$ cat src/rtl/mfp_gpio_pkg.sv
// Shared definitions for the GPIO AHB slave and the pin block: word indices
// of the register map and the bus-side FSM state type.
package mfp_gpio_pkg;

    localparam int unsigned ADDR_LEDR     = 0;
    localparam int unsigned ADDR_LEDG     = 1;
    localparam int unsigned ADDR_SW       = 2;
    localparam int unsigned ADDR_BTN      = 3;
    localparam int unsigned ADDR_7SEG     = 4;
    localparam int unsigned ADDR_BTN_EDGE = 5;
    localparam int unsigned ADDR_IRQ_EN   = 6;

    typedef enum logic [1:0] {
        ST_IDLE,
        ST_WR,
        ST_RD,
        ST_RD_STALL
    } gpio_ahb_state_t;

endpackage

$ cat src/rtl/mfp_gpio_edge_irq.sv
// Button rising-edge capture (write-1-to-clear) plus interrupt enable mask and
// registered interrupt output.
module mfp_gpio_edge_irq (
    input  logic        clk,
    input  logic        rst_n,
    input  logic [31:0] btn_i,
    input  logic        edge_clr_i,
    input  logic        irq_en_we_i,
    input  logic [31:0] wdata_i,
    output logic [31:0] btn_edge_o,
    output logic [31:0] irq_en_o,
    output logic        irq_o
);

    logic        primed_q,   primed_d;
    logic [31:0] btn_prev_q, btn_prev_d;
    logic [31:0] btn_edge_q, btn_edge_d;
    logic [31:0] irq_en_q,   irq_en_d;
    logic        irq_q,      irq_d;

    always_comb begin
        primed_d   = 1'b1;
        btn_prev_d = btn_i;
        btn_edge_d = btn_edge_q;
        if (edge_clr_i) begin
            btn_edge_d = btn_edge_d & ~wdata_i;
        end
        // Set is applied after clear so a coincident new edge survives;
        // the unprimed first cycle keeps buttons held through reset quiet.
        if (primed_q) begin
            btn_edge_d = btn_edge_d | (btn_i & ~btn_prev_q);
        end
        irq_en_d = irq_en_we_i ? wdata_i : irq_en_q;
        irq_d    = |(btn_edge_q & irq_en_q);
    end

    always_ff @(posedge clk or negedge rst_n) begin
        if (!rst_n) begin
            primed_q   <= 1'b0;
            btn_prev_q <= '0;
            btn_edge_q <= '0;
            irq_en_q   <= '0;
            irq_q      <= 1'b0;
        end else begin
            primed_q   <= primed_d;
            btn_prev_q <= btn_prev_d;
            btn_edge_q <= btn_edge_d;
            irq_en_q   <= irq_en_d;
            irq_q      <= irq_d;
        end
    end

    assign btn_edge_o = btn_edge_q;
    assign irq_en_o   = irq_en_q;
    assign irq_o      = irq_q;

endmodule

$ cat src/rtl/mfp_ahb_gpio_slave.sv
// AHB-Lite slave front end for the GPIO pin block: word decode into one-hot
// write strobes, read multiplexing onto HRDATA, and button edge interrupt.
module mfp_ahb_gpio_slave
    import mfp_gpio_pkg::*;
#(
    parameter int GPIO_R = 5,
    parameter int GPIO_W = 5,
    parameter int ADDR_W = 3
) (
    input  logic                     clk,
    input  logic                     rst_n,
    input  logic                     HSEL,
    input  logic                     HWRITE,
    input  logic [1:0]               HTRANS,
    input  logic                     HREADY,
    input  logic [31:0]              HADDR,
    input  logic [31:0]              HWDATA,
    output logic [31:0]              HRDATA,
    output logic                     HREADYOUT,
    output logic                     HRESP,
    input  logic [GPIO_R-1:0][31:0]  gpio_rd,
    output logic [31:0]              gpio_wd,
    output logic [GPIO_W-1:0]        gpio_we,
    output logic                     irq
);

    // Handshake: an address phase is taken when HSEL & HTRANS[1] & HREADY;
    // its data phase completes on the first edge where HREADYOUT is high.
    gpio_ahb_state_t   state_q, state_d;
    logic [ADDR_W-1:0] idx_q, idx_d;
    logic [31:0]       hrdata_q, hrdata_d;
    logic [ADDR_W-1:0] haddr_idx, mux_idx;
    logic [31:0]       rd_mux;
    logic [31:0]       btn_edge, irq_en;
    logic              accept, wr_phase;
    logic              unused_bits;

    assign haddr_idx   = HADDR[ADDR_W+1:2];
    assign accept      = HSEL & HTRANS[1] & HREADY;
    assign wr_phase    = (state_q == ST_WR);
    assign mux_idx     = (state_q == ST_RD_STALL) ? idx_q : haddr_idx;
    assign unused_bits = &{1'b0, HADDR[31:ADDR_W+2], HADDR[1:0], HTRANS[0]};

    always_comb begin
        rd_mux = '0;
        if (mux_idx == ADDR_W'(ADDR_BTN_EDGE)) rd_mux = btn_edge;
        if (mux_idx == ADDR_W'(ADDR_IRQ_EN))   rd_mux = irq_en;
        for (int i = 0; i < GPIO_R; i++) begin
            if (mux_idx == ADDR_W'(i)) rd_mux = gpio_rd[i];
        end
    end

    always_comb begin
        state_d  = state_q;
        idx_d    = idx_q;
        hrdata_d = hrdata_q;
        case (state_q)
            ST_IDLE, ST_RD: begin
                if (accept) begin
                    idx_d    = haddr_idx;
                    hrdata_d = rd_mux;
                    state_d  = HWRITE ? ST_WR : ST_RD;
                end else begin
                    state_d = ST_IDLE;
                end
            end
            // The pin block only updates at the end of this cycle, so a read
            // arriving now is deferred one cycle rather than sampled stale.
            ST_WR: begin
                if (accept) begin
                    idx_d   = haddr_idx;
                    state_d = HWRITE ? ST_WR : ST_RD_STALL;
                end else begin
                    state_d = ST_IDLE;
                end
            end
            ST_RD_STALL: begin
                hrdata_d = rd_mux;
                state_d  = ST_RD;
            end
            default: state_d = ST_IDLE;
        endcase
    end

    always_ff @(posedge clk or negedge rst_n) begin
        if (!rst_n) begin
            state_q  <= ST_IDLE;
            idx_q    <= '0;
            hrdata_q <= '0;
        end else begin
            state_q  <= state_d;
            idx_q    <= idx_d;
            hrdata_q <= hrdata_d;
        end
    end

    always_comb begin
        gpio_we = '0;
        for (int i = 0; i < GPIO_W; i++) begin
            if (wr_phase && (idx_q == ADDR_W'(i)) &&
                (i != int'(ADDR_SW)) && (i != int'(ADDR_BTN))) begin
                gpio_we[i] = 1'b1;
            end
        end
    end

    mfp_gpio_edge_irq u_edge_irq (
        .clk         (clk),
        .rst_n       (rst_n),
        .btn_i       (gpio_rd[ADDR_BTN]),
        .edge_clr_i  (wr_phase && (idx_q == ADDR_W'(ADDR_BTN_EDGE))),
        .irq_en_we_i (wr_phase && (idx_q == ADDR_W'(ADDR_IRQ_EN))),
        .wdata_i     (HWDATA),
        .btn_edge_o  (btn_edge),
        .irq_en_o    (irq_en),
        .irq_o       (irq)
    );

    assign HRDATA    = hrdata_q;
    assign HREADYOUT = (state_q != ST_RD_STALL);
    assign HRESP     = 1'b0;
    assign gpio_wd   = HWDATA;

endmodule

$ cat config.mk
export PLATFORM = sky130hd
export DESIGN_NAME = mfp_ahb_gpio_slave
export DESIGN_NICKNAME = d
export VERILOG_FILES = /design/src/rtl/mfp_gpio_pkg.sv /design/src/rtl/mfp_gpio_edge_irq.sv /design/src/rtl/mfp_ahb_gpio_slave.sv
export SDC_FILE = /design/constraint.sdc
export NUM_CORES = 1
export LEC_CHECK = 0
export ABC_AREA = 1
export CORE_ASPECT_RATIO = 0.5
export CORE_MARGIN = 1
export CORE_UTILIZATION = 30
export DETAILED_ROUTE_END_ITERATION = 10
export DONT_BUFFER_PORTS = 1
export PLACE_DENSITY = 0.42
export SETUP_SLACK_MARGIN = 0.4
export SYNTH_ARGS = -nofsm -noshare
export SYNTH_HDL_FRONTEND = slang
export SYNTH_SLANG_ARGS = --single-unit
$ cat constraint.sdc
create_clock -name clk -period 1.8 [get_ports clk]
set_input_delay 0.45 -clock clk [delete_from_list [all_inputs] [get_ports clk]]
set_output_delay 0.45 -clock clk [all_outputs]
set_load 0.05 [all_outputs]
==> impl_metrics.env, run 1 <==
export IMPL_status="complete, but fails checks"
export IMPL_violations="negative hold slack, negative setup slack"
export IMPL_worstPathMaxFanout=2
export IMPL_setup_viol=77
export IMPL_rrSetupSlack_ps=-160
export IMPL_timing_fmax_mhz=494
export IMPL_dr_total_vias=7119
export IMPL_hold_viol=135
export IMPL_die_y_um=113
export IMPL_fillers=2419
export IMPL_seq_power_share_pct=46.4
export IMPL_p_comb_share_pct=17.5
export IMPL_ys_flop_type="dfrtp_1"
export IMPL_p_sw_mw=3.23
export IMPL_cts_tree="yes"
export IMPL_startpoint_type="flip-flop"
export IMPL_drive_gt1_share_pct=30.9
export IMPL_antenna_found_initial=0
export IMPL_synth_top_area_share_pct=45.4
export IMPL_cts_root_buffer="clkbuf_16"
export IMPL_p_leak_nw=5.16
export IMPL_worstPathArrival_ps=1570
export IMPL_ir_drop_uv=602
export IMPL_antenna_left=0
export IMPL_place_hpwl_mm=18.5
export IMPL_h_tree_depth=4
export IMPL_gp_congestion=0.848
export IMPL_grt_usage_pct=23.1
export IMPL_synth_area_um2=7440
export IMPL_swShare_pct=33.9
export IMPL_dieWidth_um=225
export IMPL_clkLatencyLatePin_ps=440
export IMPL_firstDrtPassIters=5
export IMPL_ys_top_cells_by_area="dfrtp_1 (45%), nand2_1 (10%), inv_1 (9.1%), nor2_1 (7.7%), nand4_1 (5.6%)"
export IMPL_port_buffers=0
export IMPL_place_area_um2=8280
export IMPL_final_area_um2=10700
export IMPL_finalCriticalPeriod_ps=2020
export IMPL_synth_warnings=0
export IMPL_fin_crit_sh_pct=112
export IMPL_fin_skew_ps=8.76
export IMPL_area_growth_pct=43.9
export IMPL_overflow=0
export IMPL_antenna_cells=0
export IMPL_grt_max_degree=136
export IMPL_yosys_top_cells_count="nand2_1 (198), inv_1 (181), nor2_1 (152)"
export IMPL_whs_ps=-291
export IMPL_start_util_pct=30.8
export IMPL_synth_edf_count=0
export IMPL_worstSetupEndpointType="output pin"
export IMPL_power_mw=9.53
export IMPL_ys_ff_latch=135
export IMPL_yosysTopAreaCell="dfrtp_1"
export IMPL_cts_max_path_buffers=2
export IMPL_core_area_um2=24200
export IMPL_pwr_share_clk_pct=36.2
export IMPL_post_synth_top_count_cell="nand2_1"
export IMPL_drt_iter0_markers=475
export IMPL_avgRoutedWirePerCell_um=21.4
export IMPL_clk_pin_slew_worst_paths_ps=60
export IMPL_vias_per_cell=4.96
export IMPL_drc=0
export IMPL_cts_sinks=135
export IMPL_cap_viol_max_count=0
export IMPL_slew_violations=0
export IMPL_synth_distinct_cells=26
export IMPL_ys_seq_area_share_pct=45.4
export IMPL_internal_power_mw=6.30
export IMPL_critical_path_class="flip-flop to output pin"
export IMPL_numCtsBuffers=17
export IMPL_syn_inst=1017
export IMPL_hp_class="input pin to asynchronous set/reset pin"
export IMPL_rsz0062_at_grt="yes"
export IMPL_setup_slack_ps=-225
export IMPL_crit_required_ps=1350
export IMPL_syn_area_per_cell_um2=7.31
export IMPL_power_density_nw_per_um2=891
export IMPL_wirelength_mm=30.7
export IMPL_num_rows=40
export IMPL_num_io_pins=303
export IMPL_fin_nets=1317
export IMPL_fp_dieArea_um2=25500
export IMPL_synthArstFlopShare_pct=100
export IMPL_ff2ff_path_depth=12
export IMPL_grt_pass1_vias=6748
export IMPL_grt_pass1_wl_mm=42.2
[placed cells by master (no fill, tap or decap), types with 2 or more instances in the layout]
cell type and count:
nor3_4 4, inv_2 2, buf_16 15, nor2_1 115
buf_8 3, o22ai_1 5, o21ai_1 18, buf_4 40
nand2_1 185, inv_4 3, nand2_8 7, clkinvlp_4 2
nand2_4 6, a221oi_2 3, dfrtp_1 100, clkbuf_16 25
o31ai_1 28, clkinv_2 5, clkbuf_8 5, nor2_4 12
nand3_2 4, a221oi_1 3, nand2_2 4, a21oi_2 23
buf_12 36, a21oi_1 31, inv_1 176, o31ai_2 3
buf_6 30, o21ai_4 4, dfrtp_2 35, o21ai_0 19
nand4_1 67, conb_1 4, o21ai_2 39, nor2_2 25
clkbuf_1 2, nand3_1 4
[worst paths after layout]
check,endpoint,from
worst max-delay path,gpio_we[4],state_q[1]
worst min-delay path,u_edge_irq.btn_prev_q[24],rst_n
worst max register to register,HRDATA[19],state_q[1]
worst min register to register,u_edge_irq.btn_edge_o[13],u_edge_irq.btn_prev_q[13]
max in group asynchronous,HRDATA[1],rst_n
min in group clk,u_edge_irq.btn_prev_q[9],gpio_rd[105]
[logic make-up (layout without fill, tap and decap cells)]
| kind of cell | after synthesis | count (layout) | synth area share [%] |
|---|---|---|---|
| flops | 135 | 135 | 45.4 |
| mux | 1 | 1 | 0.151 |
| other cells | 2 | 4 | 0.101 |
| buf+inv | 266 | 346 | 16.0 |
| compound gates | 177 | 177 | 13.4 |
| simple gates | 436 | 436 | 25.0 |
[routing by layer]
metal / GRT usage [%] / share of wire [%] / vias to the layer above
met1: 32.7 / 48 / 3484
met4: 5.85 / 1.6 / 0
met3: 6.67 / 6.7 / 27
li1: - / - / 3355
met5: 0 / 0 / -
met2: 34.3 / 43 / 253
[area by class of cell]
cell class / count / area [µm²] / area share, %
clock buffer: 24 / 502 / 4.69
timing repair buffer: 132 / 2020 / 18.8
tap: 336 / 420 / 3.93
clock inverter: 8 / 70.1 / 0.655
multi-input combinational: 618 / 3570 / 33.4
inverter: 182 / 698 / 6.52
sequential: 135 / 3420 / 32.0
[registers in the layout, summed over array words and instances (netlist names)]
name                   cells
HRDATA                    32
u_edge_irq.btn_edge_o     32
u_edge_irq.btn_prev_q     32
u_edge_irq.irq_en_o       32
idx_q                      3
state_q                    2
u_edge_irq.irq_o           1
u_edge_irq.primed_q        1
[critical path, cell delays in order, from the launching register on]
cell	delay [ps]
dfrtp_2	420
buf_6	120
nor2_4	140
buf_6	130
nand2_4	60
nor2_4	270
[power by group through the flow]
stage	Sequential [mW]	Clock (mW)	Combinational (mW)
4_1_cts	4.39	3.55	1.45
2_1_floorplan	4.31	0	1.01
3_3_place_gp	4.39	0	1.24
3_5_place_dp	4.39	0	1.26
5_1_grt	4.47	3.69	1.83
6_report	4.42	3.45	1.66
[timing repair]
action                                  4_1_cts  5_1_grt
gates cloned                                 14        9
gates resized for setup                     191      115
pin swaps                                    24       67
endpoints found under the setup margin      135      135
setup buffers                                22       20
hold endpoints to repair                    135      135
[stage by stage]
| stage | utilization (%) | hold slack, ps | setup slack, ps | instances | TNS [ps] |
|---|---|---|---|---|---|
| 2_1_floorplan | - | 154 | 130 | 1019 | 0 |
| 6_report | 44.3 | -291 | -225 | 1435 | -5610 |
| 5_1_grt | 44.3 | -324 | -290 | 1435 | -11640 |
| 3_5_place_dp | 34.2 | 161 | -253 | 1338 | -5160 |
| 4_1_cts | 40.9 | -315 | -238 | 1406 | -4910 |
| 3_3_place_gp | 34.2 | 160 | -245 | 1338 | -5190 |
(Power assumes the default switching activity.)
==> run 2: changes to the inputs <==
ABC_AREA = default   (was 1)
==> impl_metrics.env, run 2 <==
export IMPL_status="complete, but fails checks"
export IMPL_violations="design-rule violations, negative hold slack, negative setup slack"
export IMPL_place_hpwl_mm=20.7
export IMPL_grt_max_degree=136
export IMPL_syn_area_per_cell_um2=9.62
export IMPL_synth_warnings=0
export IMPL_critPathTopFamily="simple AND/OR/NAND/NOR gates"
export IMPL_p_leak_nw=4.11
export IMPL_finalCriticalPeriod_ps=2170
export IMPL_fillers=2184
export IMPL_place_inst=1025
export IMPL_avgRoutedWirePerCell_um=27.4
export IMPL_fp_dieArea_um2=24400
export IMPL_drc=18
export IMPL_ys_seq_area_share_pct=47.5
export IMPL_grt_usage_pct=25.2
export IMPL_synthArstFlopShare_pct=100
export IMPL_cts_root_buffer="clkbuf_16"
export IMPL_yosys_mux_area_fraction_pct=6.14
export IMPL_synth_distinct_cells=45
export IMPL_area_growth_pct=37.7
export IMPL_setup_viol=67
export IMPL_r2r_end="HRDATA[7]"
export IMPL_antenna_found_initial=0
export IMPL_overflow=0
export IMPL_synth_top_family_by_area="compound AO/OA/AOI/OAI gates"
export IMPL_ir_drop_uv=565
export IMPL_p_sw_mw=3.18
export IMPL_grt_pass1_wl_mm=43.9
export IMPL_core_area_um2=23000
export IMPL_num_rows=39
export IMPL_ys_top_cells_by_area="dfrtp_1 (48%), nand2_1 (8.4%), mux2_2 (5.5%), a22oi_1 (5.0%), o21ai_0 (4.4%)"
export IMPL_path_cells="buf_6 > or3b_4 > nor3_4 > buf_12"
export IMPL_firstDrtPassIters=8
export IMPL_antenna_left=0
export IMPL_h_tree_depth=4
export IMPL_numCtsBuffers=17
export IMPL_seq_power_share_pct=48.0
export IMPL_synth_simple_area_share_pct=13.5
export IMPL_crit_path_max_incr_delay_ps=430
export IMPL_worstPathArrival_ps=1720
export IMPL_cts_sinks=135
export IMPL_cpMaxStageDelayCell="or3b_4"
export IMPL_timing_fmax_mhz=461
export IMPL_final_common_cell="nand2_1"
export IMPL_synth_top_area_share_pct=47.5
export IMPL_ys_flop_type="dfrtp_1"
export IMPL_ff2ff_path_depth=12
export IMPL_cts_max_path_buffers=2
export IMPL_p_comb_share_pct=17.8
export IMPL_rr_startpoint="state_q[1]"
export IMPL_fin_crit_sh_pct=121
export IMPL_synth_compound_area_share_pct=24.8
export IMPL_whs_ps=-291
export IMPL_fin_cells=1106
export IMPL_post_synth_top_count_cell="nand2_1"
export IMPL_start_util_pct=30.9
export IMPL_setup_slack_ps=-371
export IMPL_final_cell_mix="nand2_1 (120), dfrtp_1 (94), buf_4 (53), dfrtp_2 (41), a22oi_1 (38)"
export IMPL_startpoint_type="flip-flop"
export IMPL_dr_total_vias=6387
export IMPL_ys_ff_latch=135
export IMPL_slew_headroom_pct=58.0
export IMPL_slew_violations=0
export IMPL_port_buffers=0
export IMPL_clk_pin_slew_worst_paths_ps=60
export IMPL_clkLatencyLatePin_ps=440
export IMPL_pre_cts_slack_ps=-313
export IMPL_pwr_share_clk_pct=34.1
export IMPL_cts_tree="yes"
export IMPL_wirelength_mm=30.3
export IMPL_synth_adder_area_share_pct=0
export IMPL_num_io_pins=303
export IMPL_die_y_um=111
export IMPL_fin_skew_ps=10.1
export IMPL_swShare_pct=33.5
export IMPL_yosys_area_share_xor_xnor_pct=0
export IMPL_internal_power_mw=6.32
export IMPL_cap_viol_max_count=0
export IMPL_synth_edf_count=0
export IMPL_vias_per_cell=5.77
export IMPL_grt_pass1_vias=6509
export IMPL_power_density_nw_per_um2=971
export IMPL_yosysTopAreaCell="dfrtp_1"
export IMPL_worstSetupEndpointType="output pin"
export IMPL_critical_path_class="flip-flop to output pin"
export IMPL_drt_iter0_markers=513
export IMPL_rsz0062_at_grt="yes"
export IMPL_hp_class="input pin to asynchronous set/reset pin"
export IMPL_worstPathMaxFanout=3
export IMPL_synth_area_um2=7110
export IMPL_crit_required_ps=1350
export IMPL_rrSetupSlack_ps=-350
export IMPL_hold_viol=135
export IMPL_cp_num_buf_inv=2
export IMPL_drive_gt1_share_pct=39.8
export IMPL_worstMarginPinSlew_ps=630
export IMPL_antenna_cells=0
export IMPL_syn_inst=739
export IMPL_dieWidth_um=220
export IMPL_gp_congestion=0.841
export IMPL_fin_nets=1017
export IMPL_yosys_top_cells_count="nand2_1 (160), dfrtp_1 (135), o21ai_0 (63)"
## run 2: through the flow
stage                     util, %  setup TNS (ps)  instance area [µm²]  power, mW
after global placement       34.6           -3540                 7970       5.91
final                        42.5          -18630                 9790       9.51
after CTS                    40.1          -19790                 9240       9.48
after detailed placement     34.6           -4240                 7970       5.94
after floorplan                 -           -1720                 7380       5.52
after global routing         42.5          -22400                 9790       9.89
## run 2: cell families after synthesis
kind of cell	count (synthesis)
compound gates	246
buf+inv	94
flops	135
mux	38
other cells	2
simple gates	224
## run 2: layout make-up
type                            count  area (µm²)  share of cell area [%]
Multi-Input combinational cell    512        3840                    39.2
Sequential cell                   135        3430                    35.0
Timing Repair Buffer              114        1580                    16.1
Clock buffer                       23         478                    4.88
Tap cell                          307         384                    3.92
Clock inverter                      9        51.3                   0.524
Inverter                            6        30.0                   0.307
## run 2: power by group through the flow
stage,logic (mW),clock network (mW),registers (mW)
after floorplan,1.19,0,4.33
after global placement,1.36,0,4.56
after detailed placement,1.38,0,4.56
after CTS,1.61,3.32,4.55
after global routing,1.82,3.45,4.62
final,1.70,3.25,4.56
## run 2: how the worst max path moves through the flow
stage / slack, ps / startpoint / to / cells past startpoint
after global placement: -350 / state_q[1] / HRDATA[30] / 7
final: -370 / state_q[1] / gpio_we[0] / 4
after global routing: -430 / state_q[1] / HRDATA[7] / 12
after detailed placement: -310 / state_q[1] / HRDATA[30] / 7
after CTS: -400 / state_q[1] / gpio_we[0] / 4
after floorplan: -50 / state_q[1] / HRDATA[0] / 8
## run 2: timing repair
item                                   in CTS  in global routing
gates cloned                                9                  2
endpoints found under the hold margin     135                135
setup endpoints to repair                 137                137
pin swaps                                  22                 50
buffers inserted                           25                 13
gates resized for setup                    79                121
## run 2: layer usage
layer | share of wire, % | GRT usage (%) | vias to the layer above
met5 | 0 | 0 | -
met3 | 7.6 | 7.27 | 39
met1 | 47 | 35.8 | 3284
met4 | 1.4 | 7.08 | 0
met2 | 43 | 37.1 | 273
li1 | - | - | 2791
